**config.mk**
```make
export PLATFORM = sky130hd
export DESIGN_NAME = ddr_uart_tx
export DESIGN_NICKNAME = d
export VERILOG_FILES = /design/src/rtl/ddr_uart_tx_pkg.sv /design/src/rtl/ddr_uart_tx_baud_gen.sv /design/src/rtl/ddr_uart_tx.sv
export SDC_FILE = /design/constraint.sdc
export NUM_CORES = 1
export LEC_CHECK = 0
export ABC_AREA = 1
export CORE_ASPECT_RATIO = 1.75
export CORE_MARGIN = 2
export CORE_UTILIZATION = 36
export CTS_CLUSTER_DIAMETER = 100
export DETAILED_ROUTE_END_ITERATION = 10
export MAX_ROUTING_LAYER = met4
export PLACE_DENSITY = 0.68
export SYNTH_ARGS = -nofsm -noshare
export SYNTH_HDL_FRONTEND = slang
export SYNTH_SLANG_ARGS = --single-unit
```
**constraint.sdc**
```tcl
create_clock -name CLK -period 1.49 [get_ports CLK]
set_input_delay 0.298 -clock CLK [delete_from_list [all_inputs] [get_ports CLK]]
set_output_delay 0.298 -clock CLK [all_outputs]
set_load 0.02 [all_outputs]
```
**src/rtl/ddr_uart_tx_pkg.sv**
```systemverilog
// Shared constants for the display-data UART transmitter: FSM encoding,
// status-register bit positions and the idle line level.
package ddr_uart_tx_pkg;

  localparam logic [1:0] ST_IDLE  = 2'd0;
  localparam logic [1:0] ST_START = 2'd1;
  localparam logic [1:0] ST_DATA  = 2'd2;
  localparam logic [1:0] ST_STOP  = 2'd3;

  localparam int DSR_READY = 15;
  localparam int DSR_IE    = 14;
  localparam int DSR_OVR   = 1;

  localparam logic LINE_IDLE = 1'b1;

endpackage

```
**src/rtl/ddr_uart_tx_baud_gen.sv**
```systemverilog
// Bit-period timer: one-cycle bit_tick_o every BAUD_DIV cycles, held at
// count 0 while clr_i is high so each frame starts on a fresh bit period.
module uart_baud_gen #(
  parameter int BAUD_DIV = 434
) (
  input  logic clk_i,
  input  logic rst_i,
  input  logic clr_i,
  output logic bit_tick_o
);

  localparam int              CW   = (BAUD_DIV > 1) ? $clog2(BAUD_DIV) : 1;
  localparam logic [CW-1:0]   LAST = CW'(BAUD_DIV - 1);

  logic [CW-1:0] cnt_q, cnt_d;

  assign bit_tick_o = (cnt_q == LAST);

  always_comb begin
    cnt_d = cnt_q + 1'b1;
    if (clr_i || bit_tick_o) cnt_d = '0;
  end

  always_ff @(posedge clk_i or posedge rst_i) begin
    if (rst_i) cnt_q <= '0;
    else       cnt_q <= cnt_d;
  end

endmodule

```
**src/rtl/ddr_uart_tx.sv**
```systemverilog
// Memory-mapped 8N1 display transmitter: DSR holds READY/IE/OVR, a DDR
// write starts one frame on TXD, IRQ flags READY while interrupts are enabled.
module ddr_uart_tx
  import ddr_uart_tx_pkg::*;
#(
  parameter int BAUD_DIV = 434
) (
  input  logic        CLK,
  input  logic        RST,
  input  logic        LD_DSR,
  input  logic        LD_DDR,
  input  logic [15:0] MDR,
  output logic [15:0] DSR,
  output logic [15:0] DDR,
  output logic        TXD,
  output logic        IRQ
);

  logic [1:0] state_q, state_d;
  logic [2:0] bit_q, bit_d;
  logic [7:0] byte_q, byte_d;
  logic       ready_q, ready_d;
  logic       ie_q, ie_d;
  logic       ovr_q, ovr_d;
  logic       txd_q, txd_d;
  logic       ld_dsr_q, ld_ddr_q;
  logic       dsr_wr, ddr_wr, bit_tick;
  logic [2:0] nxt_bit;
  logic       unused_mdr;

  assign unused_mdr = ^{MDR[15], MDR[13:8]};

  // Strobes may be held for several cycles; only the rising edge is a write.
  assign dsr_wr  = LD_DSR & ~ld_dsr_q;
  assign ddr_wr  = LD_DDR & ~ld_ddr_q;
  assign nxt_bit = bit_q + 3'd1;

  uart_baud_gen #(.BAUD_DIV(BAUD_DIV)) u_baud (
    .clk_i     (CLK),
    .rst_i     (RST),
    .clr_i     (state_q == ST_IDLE),
    .bit_tick_o(bit_tick)
  );

  always_comb begin
    state_d = state_q;
    bit_d   = bit_q;
    byte_d  = byte_q;
    ready_d = ready_q;
    ie_d    = ie_q;
    ovr_d   = ovr_q;
    txd_d   = txd_q;

    if (dsr_wr) begin
      ie_d  = MDR[DSR_IE];
      ovr_d = 1'b0;
    end
    // Overrun wins over a simultaneous status-register clear.
    if (ddr_wr && !ready_q) ovr_d = 1'b1;

    case (state_q)
      ST_IDLE: if (ddr_wr && ready_q) begin
        state_d = ST_START;
        byte_d  = MDR[7:0];
        ready_d = 1'b0;
        txd_d   = 1'b0;
      end
      ST_START: if (bit_tick) begin
        state_d = ST_DATA;
        bit_d   = 3'd0;
        txd_d   = byte_q[0];
      end
      ST_DATA: if (bit_tick) begin
        bit_d = nxt_bit;
        if (bit_q == 3'd7) begin
          state_d = ST_STOP;
          txd_d   = LINE_IDLE;
        end else begin
          txd_d = byte_q[nxt_bit];
        end
      end
      default: if (bit_tick) begin
        state_d = ST_IDLE;
        ready_d = 1'b1;
      end
    endcase
  end

  always_ff @(posedge CLK or posedge RST) begin
    if (RST) begin
      state_q  <= ST_IDLE;
      bit_q    <= '0;
      byte_q   <= '0;
      ready_q  <= 1'b1;
      ie_q     <= 1'b0;
      ovr_q    <= 1'b0;
      txd_q    <= LINE_IDLE;
      ld_dsr_q <= 1'b0;
      ld_ddr_q <= 1'b0;
    end else begin
      state_q  <= state_d;
      bit_q    <= bit_d;
      byte_q   <= byte_d;
      ready_q  <= ready_d;
      ie_q     <= ie_d;
      ovr_q    <= ovr_d;
      txd_q    <= txd_d;
      ld_dsr_q <= LD_DSR;
      ld_ddr_q <= LD_DDR;
    end
  end

  always_comb begin
    DSR            = '0;
    DSR[DSR_READY] = ready_q;
    DSR[DSR_IE]    = ie_q;
    DSR[DSR_OVR]   = ovr_q;
  end

  assign DDR = {8'h00, byte_q};
  assign TXD = txd_q;
  assign IRQ = ready_q & ie_q;

endmodule

```
==> results of run 1 <==
==> timing repair <==
item                       4_1_cts  5_1_grt
resized for setup               18       14
pin swaps                        0        4
hold endpoints to repair         0        0
setup buffers                    0        3
hold buffers                     0        0
setup endpoints to repair       14       19
==> cell usage in the layout (no fill, tap or decap) <==
cell type / synthesis / routed
nand2_1: 35 / 33
dfrtp_1: 26 / 26
conb_1: 1 / 21
inv_1: 22 / 20
nor2_1: 14 / 12
clkdlybuf4s50_1: 0 / 12
dlygate4sd2_1: 0 / 11
buf_4: 24 / 11
nand3_1: 12 / 10
mux2_2: 8 / 8
o21ai_1: 4 / 5
nand3_2: 2 / 4
a21oi_1: 4 / 4
nor3_1: 4 / 4
ha_1: 7 / 4
clkbuf_8: 0 / 4
nand2_2: 2 / 3
dfstp_2: 2 / 2
nor3_4: 0 / 2
nor3_2: 4 / 2
nand2_4: 1 / 2
inv_2: 0 / 2
nor2_2: 0 / 2
o21ai_2: 2 / 2
o21ai_0: 3 / 2
ha_2: 0 / 2
o31ai_1: 1 / 1
a22oi_1: 1 / 1
or2_0: 1 / 1
nor3b_1: 1 / 1
ha_4: 0 / 1
clkdlybuf4s15_1: 0 / 1
buf_2: 0 / 1
buf_12: 0 / 1
==> how the worst max path moves through the flow <==
stage                     from         end  depth (start not counted)
6_report                   TXD         TXD                          1
3_3_place_gp            LD_DDR   byte_q[4]                          5
2_1_floorplan         bit_q[0]         TXD                         10
3_5_place_dp            LD_DDR   byte_q[5]                          5
4_1_cts        u_baud.cnt_q[1]  state_q[1]                          9
5_1_grt        u_baud.cnt_q[1]  state_q[1]                          9
==> where the power goes <==
part | internal (mW) | switching [mW] | leakage [nW]
combinational | 0.0452 | 0.0837 | 0.594
sequential | 0.769 | 0.00475 | 0.375
clock | 0.236 | 0.233 | 0.0288
==> metal layers <==
layer	global-route usage [%]	part of all wire (%)	vias up
met2	25.1	59	32
met5	-	0	-
met1	11.6	36	567
met3	1.95	3.6	4
met4	6.67	1.9	0
li1	-	-	608
==> final cells by class <==
cell class | count | area, um^2
multi-input cells | 127 | 761
flip-flops and latches | 28 | 703
repair buffers | 37 | 334
well taps | 51 | 63.8
fillers | 406 | 2320
clock buffers | 4 | 55.1
inverters | 22 | 82.6
==> cell families after synthesis <==
family                     after synthesis
muxes                                    8
and+or+nand+nor                         76
buffers and inverters                   47
other                                    1
AOI/OAI and AO/OA                       15
adders and majority gates                7
DFF                                     28
==> state kept, by name, indices dropped and copies added, names as in the netlist <==
signal / cells
ready_q: 1
ie_q: 1
TXD: 1
ld_dsr_q: 1
ovr_q: 1
bit_q: 3
state_q: 2
u_baud.cnt_q: 9
ld_ddr_q: 1
byte_q: 8
==> tightest hold or removal path: cells and delay by family <==
family,cells,cell delay [ns]
buffers and inverters,3,0.69
==> flow_metrics.tcl, run 1 <==
set metrics [dict create \
    synth_top_family_by_area "simple AND/OR/NAND/NOR gates" \
    path_delay_family "flip-flops" \
    ys.flop_type "dfrtp_1" \
    drcViolationCount 0 \
    path_class "reg -> out" \
    drive_above_1_share_pct 22.5 \
    period_minus_slack_ns 1.43 \
    worst_clock_skew_ns 0.00739 \
    yosysMostFrequentCell "nand2_1" \
    setup_tns_ns 0 \
    ys_warn_count 0 \
    cts_buffers 3 \
    area_delta_synth_final_pct 24.8 \
    p_total_mw 1.37 \
    drv_cap 0 \
    cp_data_arrival_time_ns 1.14 \
    syn-cell-area_um2 1600 \
    rsz0062_at_grt "true" \
    dieArea_um2 5020 \
    cts-root-buf "clkbuf_8" \
    setup_viol 0 \
    place_ws_ns -0.216 \
    r2r_slack_ns 0.06 \
    io_buffers 25 \
    start_util_pct 37.0 \
    cp_cell_sequence "dlygate4sd2_1" \
    setup_slack_ns 0.0551 \
    yosys.area_share.simple_pct 22.6 \
    r2r.worst_path.cells 10 \
    die_h_um 92.2 \
    peakVddDrop_mv 0.304 \
    dp_hpwl_um 2340 \
    coreArea_um2 4320 \
    vias 1211 \
    clk_path_buf_depth 2 \
    gp_congestion 0.865 \
    overflow 0 \
    grt_pass1_vias 1190 \
    place_inst 262 \
    yosys.area_share.xor_xnor_pct 0 \
    p_leak_nw 0.998 \
    final_util_pct 46.2 \
    min_period_over_period_pct 96.3 \
    synthCells 182 \
    timing.hold.ws_ns 0.349 \
    die_w_um 54.4 \
    ant_nets 0 \
    synth_compound_area_share_pct 5.47 \
    finalMaxSlewViolations 0 \
    power_density_nw_per_um2 686 \
    cts.sinks 28 \
    drt-total-wl_um 2960 \
    clock.fmax_ghz 0.697 \
    yosysTopAreaCell "dfrtp_1" \
    muxShareOfSynthArea_pct 5.62 \
    final_cell_area_um2 2000 \
    start_kind "register" \
    yosysSeqAreaShare_pct 43.9 \
    max_stage_delay_ns 0.54 \
    path_clk_slew_ns 0.10 \
    final_cell_count_no_fill 269 \
    via_per_inst 4.50 \
    grt_start_max_net_pins 29 \
    grt_use_total_pct 13.3 \
    clock_latency_ns 0.27 \
    nNetsFinal 246 \
    synth_edf_count 0 \
    ios 54 \
    cp.required_ns 1.19 \
    drt_iter0_markers 18 \
    cts_tree "done" \
    status "finished clean" \
    synth_fa_ha_area_share_pct 5.47 \
    dr.pass1.iters 3 \
    htree_levels 1 \
    synthArstFlopShare_pct 100 \
    syn-mean-instance-area_um2 8.80 \
    ys_ff_latch 28 \
    reg2reg_from "bit_q[0]" \
    end_kind "primary output" \
    r2r-end "TXD" \
    ys_types 24 \
    wire_per_inst_um 11.0 \
    synthTopCellsByArea "dfrtp_1, buf_4, nand2_1" \
    synth_top_area_share_pct 40.6 \
    crit_path_max_fanout 2 \
    hold_path.class "in -> async" \
    core.rowCount 32 \
    diodes 0 \
    worst-path-buf-inv 1 \
    grt_pass1_wl_um 4820 \
    synth_common_cells "nand2_1, dfrtp_1, buf_4" \
    place_area_um2 1890 \
    hold_viol 0 \
    antenna_found_initial 0 \
    crit_slowest_cell "dfstp_2" \
]
Note: power is estimated with default switching activity, not from simulation.
==> inputs of run 2 (changes only) <==
--- a/config.mk
+++ b/config.mk
@@ -6,7 +6,7 @@
 export NUM_CORES = 1
 export LEC_CHECK = 0
 export ABC_AREA = 1
-export CORE_ASPECT_RATIO = 1.75
+export CORE_ASPECT_RATIO = 1.1
 export CORE_MARGIN = 2
 export CORE_UTILIZATION = 36
 export CTS_CLUSTER_DIAMETER = 100
==> flow_metrics.tcl, run 2 (synthesis gave the netlist of run 1 again) <==
set metrics [dict create \
    cp_cell_sequence "dlygate4sd2_1" \
    cts-root-buf "clkbuf_8" \
    clk_path_buf_depth 2 \
    path_class "reg -> out" \
    timing.hold.ws_ns 0.344 \
    die_w_um 67.6 \
    p_total_mw 1.31 \
    wire_per_inst_um 10.3 \
    dr.pass1.iters 4 \
    hold_path.class "in -> async" \
    crit_end "TXD" \
    setup_viol 0 \
    cts_tree "done" \
    peakVddDrop_mv 0.469 \
    ant_nets 0 \
    antenna_found_initial 0 \
    layout_common_cells "nand2_1, dfrtp_1, conb_1" \
    rsz0062_at_grt "true" \
    via_per_inst 4.38 \
    cp.required_ns 1.19 \
    largest-register "u_baud.cnt_q" \
    end_kind "primary output" \
    die_h_um 74.0 \
    grt_pass1_vias 1123 \
    htree_levels 1 \
    drt-total-wl_um 2780 \
    path_clk_slew_ns 0.09 \
    r2r.worst_path.cells 10 \
    crit_path_max_fanout 2 \
    drive_above_1_share_pct 23.3 \
    max_stage_delay_ns 0.53 \
    dieArea_um2 5000 \
    vias 1177 \
    drt_iter0_markers 24 \
    ios 54 \
    overflow 0 \
    layout_commonest_cell "nand2_1" \
    power_density_nw_per_um2 653 \
    crit_slowest_cell "dfstp_2" \
    clock.fmax_ghz 0.699 \
    gp_congestion 0.853 \
    start_util_pct 37.4 \
    grt_use_total_pct 12.2 \
    final_util_pct 46.8 \
    critPathLaunch "TXD" \
    wl_met1_um 1170 \
    p_leak_nw 0.974 \
    diodes 0 \
    place_ws_ns -0.200 \
    setup_slack_ns 0.0603 \
    min_period_over_period_pct 96.0 \
    wl_met3_um 130 \
    finalMaxSlewViolations 0 \
    area_delta_synth_final_pct 25.2 \
    cts.sinks 28 \
    status "finished clean" \
    grt_pass1_wl_um 4600 \
    worst-path-stages 1 \
    r2r-end "TXD" \
    drcViolationCount 0 \
    setup_tns_ns 0 \
    worst-path-buf-inv 1 \
    path_delay_family "flip-flops" \
    coreArea_um2 4290 \
    worst_clock_skew_ns 0.00360 \
    cts_buffers 3 \
    postCtsHoldBufs 0 \
    dp_hpwl_um 2060 \
    final_cell_count_no_fill 269 \
    reg_top3 "u_baud.cnt_q: 9 flops, byte_q: 8 flops, bit_q: 3 flops" \
    period_minus_slack_ns 1.43 \
    largest_register_ffs 9 \
    wl_met2_um 1440 \
    grt_start_max_net_pins 29 \
    core.rowCount 25 \
    hold_viol 0 \
    nNetsFinal 244 \
    cp_data_arrival_time_ns 1.13 \
    place_inst 264 \
    r2r_slack_ns 0.10 \
    io_buffers 25 \
    clock_latency_ns 0.27 \
    reg2reg_from "bit_q[0]" \
    final_cell_area_um2 2010 \
    drv_cap 0 \
    dr.max_layer_used "met4" \
    place_area_um2 1880 \
    start_kind "register" \
]
==> run 2: worst min-delay path by stage <==
stage	depth (start not counted)	endpoint	startpoint	slack [ns]
6_report	3	u_baud.cnt_q[2]	RST	0.34
3_5_place_dp	1	ovr_q	ld_ddr_q	0.47
4_1_cts	3	u_baud.cnt_q[0]	RST	0.35
5_1_grt	3	u_baud.cnt_q[2]	RST	0.36
3_3_place_gp	1	ovr_q	ld_ddr_q	0.43
2_1_floorplan	0	ld_ddr_q	LD_DDR	0.33
==> run 2: final cells by class <==
type,count,area [um^2]
timing repair buffer,35,319
tap,54,67.6
fill,399,2280
multi-input combinational,127,791
inverter,22,82.6
sequential,28,704
clock buffer,3,41.3
==> run 2: report_power, final <==
part / leakage [nW] / internal [mW] / switching (mW)
clock network: 0.0216 / 0.182 / 0.224
registers: 0.373 / 0.769 / 0.00523
logic: 0.579 / 0.0454 / 0.0835
total: 0.974 / 0.996 / 0.313
==> run 2: repair_timing <==
action | 4_1_cts | 5_1_grt
resized for setup | 18 | 20
endpoints found under the setup margin | 21 | 16
setup buffers | 0 | 2
pin swaps | 0 | 6
==> run 2: per-layer routing <==
layer	GRT usage, %	vias up
li1	-	600
met1	13.5	540
met2	21.9	34
met3	2.57	3
met4	3.40	0
met5	-	-
==> inputs of run 3 (changes only) <==
--- a/config.mk
+++ b/config.mk
@@ -8,11 +8,11 @@
 export ABC_AREA = 1
 export CORE_ASPECT_RATIO = 1.1
 export CORE_MARGIN = 2
-export CORE_UTILIZATION = 36
+export CORE_UTILIZATION = 41
 export CTS_CLUSTER_DIAMETER = 100
 export DETAILED_ROUTE_END_ITERATION = 10
 export MAX_ROUTING_LAYER = met4
-export PLACE_DENSITY = 0.68
+export PLACE_DENSITY = 0.76
 export SYNTH_ARGS = -nofsm -noshare
 export SYNTH_HDL_FRONTEND = slang
 export SYNTH_SLANG_ARGS = --single-unit
==> flow_metrics.tcl, run 3 (synthesis gave the netlist of run 1 again) <==
set metrics [dict create \
    status "finished clean" \
    io_buffers 25 \
    grt_pass1_wl_um 4970 \
    end_kind "register" \
    cts.sinks 28 \
    layout_common_cells "nand2_1, dfrtp_1, conb_1" \
    place_ws_ns -0.159 \
    drcViolationCount 0 \
    path_clk_slew_ns 0.10 \
    diodes 0 \
    reg_top3 "u_baud.cnt_q: 9 flops, byte_q: 8 flops, bit_q: 3 flops" \
    r2r_slack_ns 0.03 \
    largest_register_ffs 9 \
    crit_path_max_fanout 4 \
    p_leak_nw 0.993 \
    peakVddDrop_mv 0.425 \
    drive_above_1_share_pct 25.2 \
    grt_start_max_net_pins 17 \
    overflow 0 \
    postCtsHoldBufs 0 \
    nNetsFinal 242 \
    final_cell_area_um2 2020 \
    r2r.worst_path.cells 8 \
    area_delta_synth_final_pct 26.1 \
    dr.pass1.iters 4 \
    cp.required_ns 1.66 \
    largest-register "u_baud.cnt_q" \
    setup_viol 0 \
    final_cell_count_no_fill 264 \
    wire_per_inst_um 12.0 \
    grt_pass1_vias 1153 \
    path_class "reg -> reg" \
    antenna_found_initial 0 \
    start_util_pct 43.5 \
    place_area_um2 1850 \
    via_per_inst 4.68 \
    dieArea_um2 4420 \
    drt-total-wl_um 3180 \
    dp_hpwl_um 2210 \
    vias 1235 \
    core.rowCount 23 \
    hold_path.class "in -> async" \
    finalMaxSlewViolations 0 \
    worst_clock_skew_ns 0.00359 \
    grt_use_total_pct 14.3 \
    die_h_um 69.6 \
    clock_latency_ns 0.28 \
    hold_viol 0 \
    rsz0062_at_grt "true" \
    period_minus_slack_ns 1.46 \
    gp_congestion 0.759 \
    setup_tns_ns 0 \
    cts_tree "done" \
    cts-root-buf "clkbuf_8" \
    min_period_over_period_pct 98.2 \
    drt_iter0_markers 17 \
    cp_data_arrival_time_ns 1.64 \
    drv_cap 0 \
    ant_nets 0 \
    cts_buffers 3 \
    clk_path_buf_depth 2 \
    final_util_pct 54.8 \
    clock.fmax_ghz 0.684 \
    layout_commonest_cell "nand2_1" \
    power_density_nw_per_um2 746 \
    start_kind "register" \
    ios 54 \
    place_inst 258 \
    htree_levels 1 \
    die_w_um 63.6 \
    coreArea_um2 3680 \
    setup_slack_ns 0.0275 \
]
[run 3: cell types whose count changed in the layout (fill, tap and decap cells not counted), sizes merged]
cell / delta
clkdlybuf4s15: -1
bufinv: +1
buf: -2
dlygate4sd2: +1
[run 3: through the flow]
stage	hold WS [ns]	power, mW
global placement	0.437	0.919
global route	0.268	1.56
finish	0.259	1.51
CTS	0.266	1.52
floorplan	0.329	0.915
detailed placement	0.456	0.921
[run 3: power by group]
group	switching (mW)	total, mW	leakage (nW)	internal (mW)
Combinational	0.0845	0.128	0.582	0.0431
Sequential	0.00533	0.774	0.375	0.769
Clock	0.245	0.606	0.0357	0.360
[run 3: final timing paths]
path	from	end
worst min register to register	ld_ddr_q	ovr_q
max in group asynchronous	RST	ovr_q
worst max-delay path	u_baud.cnt_q[0]	u_baud.cnt_q[8]
worst max register to register	u_baud.cnt_q[0]	u_baud.cnt_q[8]
min in group CLK	ld_ddr_q	ovr_q
worst min-delay path	RST	state_q[1]
[run 3: cell type report]
class	instances	area, um^2
fillers	352	1660
multi-input cells	127	810
flip-flops and latches	28	703
repair buffers	33	290
inverters	22	82.6
well taps	50	62.6
clock buffers	3	41.3
clock inverters	1	30.0
[run 3: repair_timing]
item,4_1_cts,5_1_grt
gates resized for setup,17,24
buffers inserted,0,2
setup endpoints to repair,14,17
pin swaps,0,8
endpoints found under the hold margin,0,0
[run 3: layer usage]
layer / vias up / share of wire [%] / GRT usage [%]
met5: - / 0 / -
met4: 0 / 1.4 / 5.80
met3: 5 / 4.3 / 2.44
met2: 36 / 54 / 24.3
met1: 593 / 41 / 16.7
li1: 601 / - / -
[run 3: worst max-delay path, stage by stage (launching register included)]
cell and delay, ns:
dfrtp_1 0.43, ha_2 0.22, nand2_2 0.06, inv_2 0.10
nand3_4 0.08, nor3_4 0.22, nand2_1 0.10, nor2_2 0.10
nor3_2 0.05
==> RTL edit 1: new RTL, settings of run 1 <==
Register the outputs `DDR` and `IRQ`, with the module's reset; this adds one clock of latency there. The other outputs are not delayed to match.
--- a/src/rtl/ddr_uart_tx.sv
+++ b/src/rtl/ddr_uart_tx.sv
@@ -119,5 +119,12 @@
 
-  assign DDR = {8'h00, byte_q};
   assign TXD = txd_q;
-  assign IRQ = ready_q & ie_q;
+  always_ff @(posedge CLK or posedge RST) begin
+    if (RST) begin
+      DDR <= '0;
+      IRQ <= '0;
+    end else begin
+      DDR <= {8'h00, byte_q};
+      IRQ <= ready_q & ie_q;
+    end
+  end
 
Formal check against the unedited RTL: not equivalent (a bounded check fails within 4 cycles, from zero or initial values and one cycle with RST high).
==> RTL edit 1 against run 1 <==
Setup slack got worse by 0.011 ns. Sequential power increased by 32%. Power increased by 32%. Final cell count increased by 5.2%. Sequential cell count increased by 9. Fmax decreased by 0.75%. Routed wire length increased by 6.8%. Worst hold slack improved by 0.0041 ns. Non-clock buffer count unchanged. Clock power increased by 40%. Cell area increased by 15%. Synthesized area increased by 15%. Count of clock-buffer cells in the layout increased by 2. First-iteration DRC count increased by 5.6%. Highest routed layer unchanged.
==> RTL edit 1: results (changes against run 1) <==
powerClk_mw: 0.657  # +40%
cts_resized: 15  # -3
firstDrtPassIters: 4  # +1
final_area_mm2: 0.002300  # +15%
dpl_worst_slack_ns: -0.1901  # +0.02552 ns
synth_commonest_cells: "37 x nand2_1, 35 x dfrtp_1, 24 x buf_4"
rr_startpoint: "u_baud.cnt_q[1]"
leakage_nw: 1.145  # +15%
synth.distinct_cells: 26  # +8.3%
grt_max_degree: 38  # +31%
power_density_mw_per_mm2: 787.3  # +15%
muxShareOfSynthArea_pct: 4.895  # -0.73 points
synthTopCellsByArea: "dfrtp_1 48%, buf_4 9.8%, nand2_1 7.5%"
h-tree-depth: 2  # +1
grt_pass1_vias: 1191  # +0.084%
pg_seq_mw: 1.02  # +32%
vdd_drop_max_uv: 779.3  # +160%
via_per_inst: 4.509  # +0.15%
drt-initial-drc-count: 19  # +1
grt_pass1_wl_um: 5223  # +8.3%
reg2reg_depth: 9  # -1
drive_above_1_share_pct: 23.58  # +1.1 points
status: "finished, final reports clean"
r2r_end: "state_q[1]"
clk_pin_slew_ns: 0.07  # -0.03 ns
## RTL edit 1: routing by layer
metal | routed length, um | GRT usage [%] | up-vias
met1 | 1070 | 11.95 | 605
li1 | - | - | 630
met3 | 139 | 2.756 | 6
met2 | 1875 | 22.81 | 35
met5 | 0 | - | -
met4 | 73 | 5.903 | 0
## RTL edit 1: worst max path at each step
stage	to	slack, ns	from	cells past startpoint
after detailed placement	TXD	-0.19	LD_DDR	9
after global routing	state_q[1]	-0.03	u_baud.cnt_q[1]	9
after global placement	TXD	-0.17	LD_DDR	9
after floorplan	TXD	0.03	bit_q[0]	10
final	TXD	0.04	TXD	1
after CTS	TXD	0.0003	bit_q[0]	10
## RTL edit 1: logic make-up after synthesis
| kind of cell | count (synthesis) |
|---|---|
| AO/OA/AOI/OAI | 12 |
| adder cells (fa/ha/maj) | 7 |
| buffers and inverters | 46 |
| AND/OR/NAND/NOR | 77 |
| other | 1 |
| multiplexers | 8 |
| flip-flops | 37 |
## RTL edit 1: layout make-up
cell class | count | area, um^2 | share of cell area, %
Multi-Input combinational cell | 125 | 802.0 | 34.87
Clock buffer | 6 | 72.57 | 3.156
Inverter | 22 | 82.58 | 3.591
Sequential cell | 37 | 928.4 | 40.37
Clock inverter | 2 | 10.01 | 0.4353
Tap cell | 54 | 67.56 | 2.938
Timing Repair Buffer | 37 | 336.6 | 14.64
## RTL edit 1: tightest hold or removal path, stage by stage
cell and delay [ns]:
clkdlybuf4s50_1 0.39, inv_1 0.09, buf_12 0.22
## RTL edit 1: through the flow
stage          TNS [ns]  cells  utilization (%)
2_1_floorplan         0    208                -
3_5_place_dp     -1.645    271            43.08
5_1_grt        -0.06402    283            46.60
4_1_cts               0    279            44.57
3_3_place_gp     -1.333    271            43.08
6_report              0    283            46.60
==> RTL edit 2: new RTL, config.mk and constraints of run 1 <==
Made on the original files. `BAUD_DIV` is set to 434 in 2 places; all go to 217.
--- a/src/rtl/ddr_uart_tx_baud_gen.sv
+++ b/src/rtl/ddr_uart_tx_baud_gen.sv
@@ -3,3 +3,3 @@
 module uart_baud_gen #(
-  parameter int BAUD_DIV = 434
+  parameter int BAUD_DIV = 217
 ) (
--- a/src/rtl/ddr_uart_tx.sv
+++ b/src/rtl/ddr_uart_tx.sv
@@ -5,3 +5,3 @@
 #(
-  parameter int BAUD_DIV = 434
+  parameter int BAUD_DIV = 217
 ) (
Formal check against the unedited RTL: same outputs for any inputs over 10 cycles, from zero or initial values and one cycle with RST high; that may be too few to reach the edited logic, so the function may still have changed.
==> RTL edit 2 against run 1 <==
Global-route usage decreased by 0.94 points. Clock skew decreased by 0.0026 ns. Critical path depth increased by 8. Setup slack got worse by 0.0034 ns. First-iteration DRC count decreased by 39%. Utilization about the same. Power decreased by 6.9%. Cell area decreased by 4.1%. Largest power group unchanged. Fmax decreased by 0.24%. Synthesized area decreased by 2.3%. Sequential cell count decreased by 1. Clock power decreased by 14%. Routed wire length decreased by 6.0%.
==> RTL edit 2: results (changes against run 1) <==
r2r_setup_slack_ns: 0.05
switching_share_pct: 23.46  # about the same
max_stage_delay_ns: 0.41  # -0.13 ns
grt_max_degree: 28  # -3.4%
place_area_mm2: 0.001858  # -1.5%
synth_xor_area_share_pct: 0.5600  # +0.56 points
n_fill_cell: 423  # +4.2%
drive_above_1_share_pct: 21.15  # -1.3 points
dp_cells: 253  # -3.4%
grtUsageMet2_pct: 21.95  # -3.1 points
leakage_nw: 0.9517  # -4.6%
muxShareOfSynthArea_pct: 5.760  # +0.14 points
synth-compound-area-share_pct: 5.280  # -0.19 points
status: "finished, final reports clean"
synthTopCellsByArea: "dfrtp_1 40%, buf_4 12%, nand2_1 7.9%"
crit_fanout: 5  # +3
dpl.hpwl_um: 2201  # -5.9%
cts_resized: 16  # -2
cp_slowest_cell: "dfrtp_1"
track_usage_pct: 12.35  # -0.94 points
wl_per_cell_um: 10.82  # -1.6%
reg2reg_depth: 9  # -1
cp_top_family: "simple AND/OR/NAND/NOR gates"
ys.flop_type: "dfrtp_1"
vdd_drop_max_uv: 411.1  # +35%
whs_ns: 0.3617  # +0.01307 ns
gp_congestion: 0.6765  # -22%
use_met1_pct: 13.24  # +1.6 points
firstDrtPassIters: 4  # +1
ys_seq_area_share_pct: 43.36  # -0.55 points
cp.arrival_ns: 1.60  # +0.46 ns
synth_top_family_by_area: "simple AND/OR/NAND/NOR gates"
clock_latency_ns: 0.27  # about the same
synthAdderAreaFrac_pct: 6.400  # +0.93 points
grt_pass1_vias: 1042  # -12%
met3_usage_pct: 1.974  # +0.019 points
dr_total_vias: 1178  # -2.7%
synthesis.instances: 173  # -4.9%
drt_wl_total_um: 2780  # -6.0%
nets: 237  # -3.7%
synth_commonest_cells: "33 x nand2_1, 25 x dfrtp_1, 24 x buf_4"
drt-initial-drc-count: 11  # -7
asyncSetResetFlopFracSynth_pct: 100.0  # unchanged
grt_pass1_wl_um: 4443  # -7.9%
largestRegisters: "byte_q x8, u_baud.cnt_q x8, bit_q x3"
r2r_end: "state_q[1]"
dpl_worst_slack_ns: -0.1921  # +0.02348 ns
rr_startpoint: "u_baud.cnt_q[1]"
fin_worst_skew_ns: 0.004763  # -0.002624 ns
RTL edit 2: changes by cell type in the layout (fill, tap and decap cells not counted), moves of 2 or more:
cell	run 1	this run
nor2_1	12	9
nor3_1	4	1
nand2_2	3	1
o21ai_1	5	3
buf_4	11	9
nor2_2	2	4
o21ai_0	2	4
nor3b_1	1	4
RTL edit 2: cell type report:
cell class | count | area (um^2) | share of cell area [%]
flip-flops and latches | 27 | 678.2 | 35.36
well taps | 49 | 61.31 | 3.196
repair buffers | 35 | 319.1 | 16.63
multi-input cells | 120 | 732.0 | 38.16
clock buffers | 4 | 45.04 | 2.348
inverters | 22 | 82.58 | 4.305
RTL edit 2: logic make-up after synthesis:
group / Yosys count
mux: 8
xor+xnor: 1
simple gates: 68
flops: 27
fa+ha+maj: 8
compound gates: 14
buf+inv: 46
other cells: 1
RTL edit 2: per-layer routing:
metal / wire, um / vias up
li1: - / 575
met4: 29 / 0
met1: 1025 / 560
met3: 109 / 4
met5: 0 / -
met2: 1616 / 39
RTL edit 2: worst max path at each step:
stage | from | end | slack (ns) | cells past startpoint
after floorplan | bit_q[0] | TXD | 0.04 | 10
after global placement | LD_DDR | byte_q[0] | -0.15 | 5
after detailed placement | LD_DDR | state_q[1] | -0.19 | 10
after CTS | bit_q[0] | TXD | 0.009 | 10
after global routing | state_q[0] | byte_q[6] | -0.04 | 4
final | u_baud.cnt_q[1] | state_q[1] | 0.05 | 9
RTL edit 2: power groups by stage:
stage                     logic, mW  registers [mW]  clock network, mW
final                         0.129           0.746              0.403
after global routing          0.142           0.748              0.457
after CTS                     0.131           0.747              0.427
after detailed placement      0.135           0.761                  0
after global placement        0.135           0.761                  0
after floorplan               0.128           0.760                  0
